[src/rtl/pipe_mux_nx1.sv]
// N-to-1 multiplexer feeding a single registered output stage with valid/ready
// on both sides; the source channel is picked by index (directed) or round-robin.
module pipe_mux_nx1 #(
  parameter int WIDTH = 32,
  parameter int N     = 4,
  parameter int SEL_W = 2
) (
  input  logic                 clk,
  input  logic                 rst,
  input  logic [N*WIDTH-1:0]   in_data,
  input  logic [N-1:0]         in_valid,
  output logic [N-1:0]         in_ready,
  input  logic [SEL_W-1:0]     sel,
  input  logic                 mode,
  input  logic                 stall,
  input  logic                 flush,
  output logic [WIDTH-1:0]     out_data,
  output logic                 out_valid,
  output logic [SEL_W-1:0]     out_ch,
  input  logic                 out_ready
);

  localparam int NP = 1 << SEL_W;

  logic [WIDTH-1:0] out_data_q, out_data_d;
  logic             out_valid_q, out_valid_d;
  logic [SEL_W-1:0] out_ch_q, out_ch_d;
  logic [SEL_W-1:0] ptr_q, ptr_d;

  logic [NP-1:0]    valid_ext;
  logic [SEL_W-1:0] cand_idx;
  logic             cand_vld;
  logic [WIDTH-1:0] cand_word;
  logic [SEL_W-1:0] ptr_nxt;
  logic             can_load;
  logic             grant;
  logic             drain;

  // Padding the valid vector to the full select range makes sel >= N
  // look like an idle channel, so it can never be granted.
  always_comb begin
    valid_ext = '0;
    valid_ext[N-1:0] = in_valid;
  end

  always_comb begin
    int idx;
    logic [SEL_W-1:0] idx_s;
    idx      = 0;
    idx_s    = '0;
    cand_idx = '0;
    cand_vld = 1'b0;
    if (!mode) begin
      cand_idx = sel;
      cand_vld = valid_ext[sel];
    end else begin
      // Scan from the farthest offset down so the nearest requester to ptr wins.
      for (int k = N - 1; k >= 0; k--) begin
        idx = int'(ptr_q) + k;
        if (idx >= N) idx = idx - N;
        idx_s = SEL_W'(idx);
        if (valid_ext[idx_s]) begin
          cand_idx = idx_s;
          cand_vld = 1'b1;
        end
      end
    end
  end

  always_comb begin
    cand_word = '0;
    for (int i = 0; i < N; i++) begin
      if (cand_idx == SEL_W'(i)) cand_word = in_data[i*WIDTH +: WIDTH];
    end
  end

  assign ptr_nxt  = (cand_idx == SEL_W'(N - 1)) ? '0 : cand_idx + 1'b1;
  assign can_load = (!out_valid_q || out_ready) && !stall && !flush && !rst;
  assign grant    = can_load && cand_vld;
  assign drain    = out_valid_q && out_ready;

  always_comb begin
    in_ready = '0;
    for (int i = 0; i < N; i++) begin
      in_ready[i] = grant && (cand_idx == SEL_W'(i));
    end
  end

  always_comb begin
    out_data_d  = out_data_q;
    out_valid_d = out_valid_q;
    out_ch_d    = out_ch_q;
    ptr_d       = ptr_q;
    if (flush) begin
      out_valid_d = 1'b0;
      out_data_d  = '0;
    end else if (grant) begin
      out_data_d  = cand_word;
      out_ch_d    = cand_idx;
      out_valid_d = 1'b1;
      if (mode) ptr_d = ptr_nxt;
    end else if (drain) begin
      out_valid_d = 1'b0;
    end
  end

  always_ff @(posedge clk or posedge rst) begin
    if (rst) begin
      out_data_q  <= '0;
      out_valid_q <= 1'b0;
      out_ch_q    <= '0;
      ptr_q       <= '0;
    end else begin
      out_data_q  <= out_data_d;
      out_valid_q <= out_valid_d;
      out_ch_q    <= out_ch_d;
      ptr_q       <= ptr_d;
    end
  end

  assign out_data  = out_data_q;
  assign out_valid = out_valid_q;
  assign out_ch    = out_ch_q;

endmodule

[config.mk]
export PLATFORM = sky130hd
export DESIGN_NAME = pipe_mux_nx1
export DESIGN_NICKNAME = d
export VERILOG_FILES = /design/src/rtl/pipe_mux_nx1.sv
export SDC_FILE = /design/constraint.sdc
export NUM_CORES = 1
export LEC_CHECK = 0
export ABC_AREA = 1
export BUFFER_PORTS_ARGS = -buffer_cell sky130_fd_sc_hd__buf_2
export CAP_MARGIN = 40
export CORE_MARGIN = 3
export CORE_UTILIZATION = 25
export CTS_CLUSTER_SIZE = 20
export DETAILED_ROUTE_END_ITERATION = 6
export GPL_TIMING_DRIVEN = 0
export HOLD_SLACK_MARGIN = 0.15
export PLACE_DENSITY_LB_ADDON = 0.12
export SYNTH_ARGS = -nofsm -noshare
export SYNTH_HDL_FRONTEND = slang
export SYNTH_SLANG_ARGS = --single-unit
[constraint.sdc]
create_clock -name clk -period 3.8 [get_ports clk]
set_input_delay 0.76 -clock clk [delete_from_list [all_inputs] [get_ports clk]]
set_output_delay 0.76 -clock clk [all_outputs]
set_load 0.01 [all_outputs]
### Word level (Yosys, flattened, before mapping)

Cells that the tools add are included.

| cells by class | value |
|---|---|
| $add $sub $neg | 8 |
| magnitude comparators | 9 |
| eq/ne operators | 3 |
| mux-type cells | 38 |
| bitwise gates (word level) | 1 |
| reductions and logical operators | 19 |

Operators by type and width:

| kind | number |
|---|---|
| 2-to-1 mux 32 bit | 6 |
| 2-to-1 mux 2 bit | 14 |
| less-than comparator 2 x 3 -> 1 bit (second input constant) | 5 |
| 2-to-1 mux 1 bit | 13 |
| binary-select mux 1 bit (select 2 bit) | 5 |
| >= comparator 3 bit (second input constant) | 3 |
| logical AND 1 bit | 9 |
| subtractor 2 x 1 -> 2 bit (second input constant) | 4 |
| adder 2 x 2 -> 3 bit (second input constant) | 2 |
| equality test 2 bit (second input constant) | 2 |
| zero test 1 bit | 4 |
| adder 2 x 1 -> 3 bit (second input constant) | 1 |
| >= comparator 2 x 3 -> 1 bit (second input constant) | 1 |
| AND reduction 3 bit | 1 |
| nonzero test 3 bit | 1 |
| adder 2 x 1 -> 2 bit (second input constant) | 1 |
| equality test 2 x 1 -> 1 bit (second input constant) | 1 |
| zero test 2 bit | 1 |
| AND reduction 2 bit | 1 |
| nonzero test 2 bit | 1 |
| logical OR 1 bit | 1 |
| inverter 1 bit | 1 |

| word-level totals | value |
|---|---|
| flip-flop bits (word level) | 37 |
| output and inout bits | 39 |
| word-level logic and storage cells | 82 |

### Logic depth before layout (Yosys ltp)

| logic depth | value |
|---|---|
| depth after elaboration | 18 |
| gate-level depth with buffers | 21 |
| depth with buffers taken out | 19 |

### Worst setup path before layout

OpenSTA, ideal clock, no wires.

| path | value |
|---|---|
| kind | input to output |
| start | in in_valid[2] |
| end | out in_ready[3] |
| arrival time | 2.338 ns |
| data required time | 3.040 ns |
| slack | 0.702 ns |
| cell stages on the path | 13 |
| path through | nand2_1 > nand2_2 > nor2_2 > inv_1 > nand3_1 > nand3_1 > nand2_1 > inv_1 > ha_1 > inv_1 > clkbuf_1 > clkbuf_1 > nor2_1 |

| on the way | value |
|---|---|
| cells in the longest elaborated chain, start to end | 9 |
| elaborated cells on any way between the ends | 23 |
| those cells by class | eq/ne: 1; mux: 20; reduce/logical: 2 |

Ends and longest elaborated chain:

| what | line | text |
|---|---|---|
| start, declared | 11 | `input logic [N-1:0] in_valid,` |
| binary-select mux 1 bit (select 2 bit) | 62 | `if (valid_ext[idx_s]) begin` |
| 2-to-1 mux 1 bit (not written as such) | 62 |  |
| 2-to-1 mux 2 bit (3 in series) | 62 |  |
| 2-to-1 mux 2 bit (*) | 62 |  |
| 2-to-1 mux 2 bit (*) | 53 | `if (!mode) begin` |
| named net cand_idx[0] | 31 | `logic [SEL_W-1:0] cand_idx;` |
| equality test 2 bit (*) | 85 | `in_ready[i] = grant && (cand_idx == SEL_W'(i));` |
| logical AND 1 bit (*) | 85 |  |
| end, declared | 12 | `output logic [N-1:0] in_ready,` |

Mark *: on every way through the listed nets, which the timed path passes. The rest lies on a longest branch. The select of a mux whose other input is x is not followed.

### Worst setup path after layout

| path | value |
|---|---|
| start | in in_valid[1] |
| end | out in_ready[3] |

Same word-level chain as after synthesis.

==> PnR_summary.wiki <==
{| class="wikitable"
! Metric !! Value
|-
| Yosys Warn Count || 0
|-
| Area inside the core boundary || 0.0104 sq mm
|-
| Internal power component || 0.000959 W
|-
| Reg2reg path depth || 21
|-
| Flop-to-flop setup slack || 720 ps
|-
| Starting utilization of the core area || 26.0%
|-
| Worst Tran Pin Value || 623 ps
|-
| Power per standard cell area || 467 mW/mm^2
|-
| Number of non-filler instances in the completed layout || between 700 and 800
|-
| Total vias in the final route || 3418
|-
| Clock network fraction of total power || between 10% and 20%
|-
| Post-route DRC violation count || 0
|-
| Headroom to the max-slew limit || about three fifths
|-
| Antenna cell count || 0
|-
| Sequential-to-total area share from yosys stat || 34.2%
|-
| Final setup violation count || 0
|-
| Clock slew at the register clock pins of the worst setup and hold paths || 70 ps
|-
| Detail Route Antenna Nets || 0
|-
| Crit path time final || about 3400 ps
|-
| Cell count after synthesis || 422
|-
| Capturing point of the worst reg2reg path || out_data[8]
|-
| Die height || 110 um
|-
| Nets || 750
|-
| Share of final-layout standard cells stronger than drive strength 1 || 35.3%
|-
| Global placement routability congestion || roughly 0.9
|-
| Post-synthesis area per instance || between 6 and 7 sq um
|-
| Number of distinct library cell variants in the gate-level netlist after synthesis || 23
|-
| Iteration-0 DRC count of the detailed router || 167
|-
| Drt via density || 4.61
|-
| Critical path launch point type || primary input
|-
| Total global routing overflow || 0
|-
| Clock root buffer || clkbuf_8
|-
| Antenna violations before repair || 0
|-
| Vias in the first global route || 3337
|-
| Post-synthesis to final-layout area growth || 42.9%
|-
| Overall fraction of global-route tracks in use || 17.9%
|-
| Cell Area, Synth || ~0.0027 sq mm
|-
| CTS tree || done
|-
| MaxCap Viol Count || 0
|-
| CTS H-tree lvls || 2
|-
| Part of the cycle the worst path needs || 90.0%
|-
| HPWL Detailed || 8760 um
|-
| Post-synth top area cell || dfrtp_1
|-
| Largest net degree at the start of global routing || 37
|-
| Final-layout setup total negative slack || 0 ps
|-
| PnR Total Power || roughly 0.0018 W
|-
| Number of rows in the core area || 37
|-
| Fraction of power spent switching nets || 46.9%
|-
| Final hold vios || 0
|-
| Final slew viol count || 0
|-
| Total number of clock tree sinks || 37
|-
| Wire length after detailed routing || 11000 um
|-
| Critical path class || primary input to primary output
|-
| Maximum vdd ir drop || 0.000188 V
|-
| FILL cells || ~1200
|-
| Most area-consuming cells after synthesis || dfrtp_1 (34%), nand2_1 (25%), o21ai_0 (8.7%)
|-
| IO buf count || 178
|-
| Setup repair after global routing missed its margin || false
|-
| Area taken by flip-flops and latches || 926 sq um
|-
| Leak || around 2.3 nW
|-
| Max Clock Freq || approximately 290 MHz
|-
| First-pass GRT wire length || 16900 um
|-
| Worst EP arrival || between 2000 and 3000 ps
|-
| Pre-Repair DR Iteration Count || 4
|-
| Worst hold path class || primary input to async pin
|-
| Net Count, Synth || 566
|-
| Clock Skews || 4.37 ps
|-
| Result of the run || finished clean
|-
| Share of Yosys cell area claimed by the top area cell type || 34.2%
|-
| Horizontal die dimension || 110 um
|-
| Placed Cells || 737
|-
| Average wire per cell in the routed design || 14.8 um
|-
| Clk Latency, worst-skew pair || 280 ps
|-
| Share of power burned in combinational logic || 57.5%
|-
| CP max FO || 11
|-
| Category of the worst setup path capture point || primary output
|-
| I/O pin cnt || around 180
|-
| Number of hold-repair buffers added at the cts stage || 0
|-
| Die Outline Area || 0.0121 sq mm
|-
| RR Startpoint || ptr_q[0]
|-
| Maximum buffer depth of the clock tree || 2
|-
| Switching power of the nets || around 0.00085 W
|-
| Total area of multi-input combinational cells || 0.00158 sq mm
|-
| Number of CTS-inserted buffers || 5
|-
| Flip-flop and latch count after synthesis || 37
|-
| WP data required || 3040 ps
|-
| Part of the power in registers || 26.8%
|}
==> worst max path at each step <==
stage	start	endpoint	slack (ps)
detailed placement	in_valid[2]	in_ready[3]	30
global placement	in_valid[2]	in_ready[3]	70
floorplan	in_valid[2]	in_ready[3]	700
finish	in_valid[1]	in_ready[3]	380
global route	ptr_q[1]	in_ready[3]	80
CTS	in_valid[1]	in_ready[3]	30
==> final cells by class <==
cell class                      count  share of cell area [%]
Clock buffer                        7                    2.23
Buffer                             25                    3.53
Sequential cell                    37                    23.9
Inverter                           16                    1.59
Timing Repair Buffer              179                    23.6
Tap cell                          136                    4.40
Multi-Input combinational cell    342                    40.8
==> worst max-delay path, cell delays in order <==
cell and delay, ps:
buf_2 120, nand2_1 60, nand2_1 80, nand2_1 100, nand2_1 70, nand2_1 80, nand2_1 50, nand2_1 50
nand3_1 100, nand2_1 140, inv_1 80, ha_1 190, inv_1 270, clkbuf_2 310, nor2_1 70, buf_2 140
==> cells in the mapped netlist (all sizes together) <==
library cell,n
ha,4
nand3,16
clkinv,1
clkbuf,12
o211ai,18
a21oi,39
buf,15
dfrtp,37
inv,15
nor4,1
nor2,29
o21ai,52
nand2,183
==> cell families after synthesis <==
logic type,Yosys count,synth area share (%)
AOI/OAI and AO/OA,109,21.8
adders and majority gates,4,1.85
DFF,37,34.2
and+or+nand+nor,229,34.6
buffers and inverters,43,7.54
==> stage by stage <==
step	utilization (%)	instance area, sq um	setup slack [ps]	hold slack (ps)
after global placement	36.2	3770	74.5	450
after detailed placement	36.4	3790	34.9	458
final	37.1	3870	378	329
after floorplan	-	2710	702	506
after global routing	37.1	3870	75.5	324
after CTS	37.2	3870	28.0	320
==> sequential cells by signal, indices dropped and copies added, names as in the netlist <==
name and count:
out_ch 2, ptr_q 2, out_data 32, out_valid 1
==> power by group through the flow <==
| stage | combinational [W] | sequential [W] | clock (W) |
|---|---|---|---|
| after floorplan | 0.000671 | 0.000509 | 0 |
| after global placement | 0.00104 | 0.000490 | 0 |
| after detailed placement | 0.00105 | 0.000490 | 0 |
| after CTS | 0.00106 | 0.000483 | 0.000295 |
| after global routing | 0.00121 | 0.000492 | 0.000315 |
| final | 0.00104 | 0.000484 | 0.000284 |
==> what timing repair did <==
item / 4_1_cts / 5_1_grt
gates resized for setup: 0 / 2
buffers inserted: 0 / 0
endpoints found under the hold margin: 0 / 0
endpoints found under the setup margin: 0 / 2
==> per-layer routing <==
layer	up-vias	share of wire, %	global-route usage, %
li1	1745	-	-
met1	1561	45	24.5
met2	103	49	29.3
met3	9	5.9	3.26
met4	0	0.71	4.01
met5	-	0	0
==> cells in the final DEF, fill, tap and decap left out, types with 5 or more instances in the layout <==
cell type,n
a21oi_1,39
buf_2,184
clkbuf_1,10
clkbuf_8,6
dfrtp_1,37
inv_1,13
nand2_1,177
nand2_2,6
nand3_1,14
nor2_1,25
o211ai_1,18
o21ai_0,47
o21ai_1,5
No activity file was read; power rests on OpenSTA's default activity.
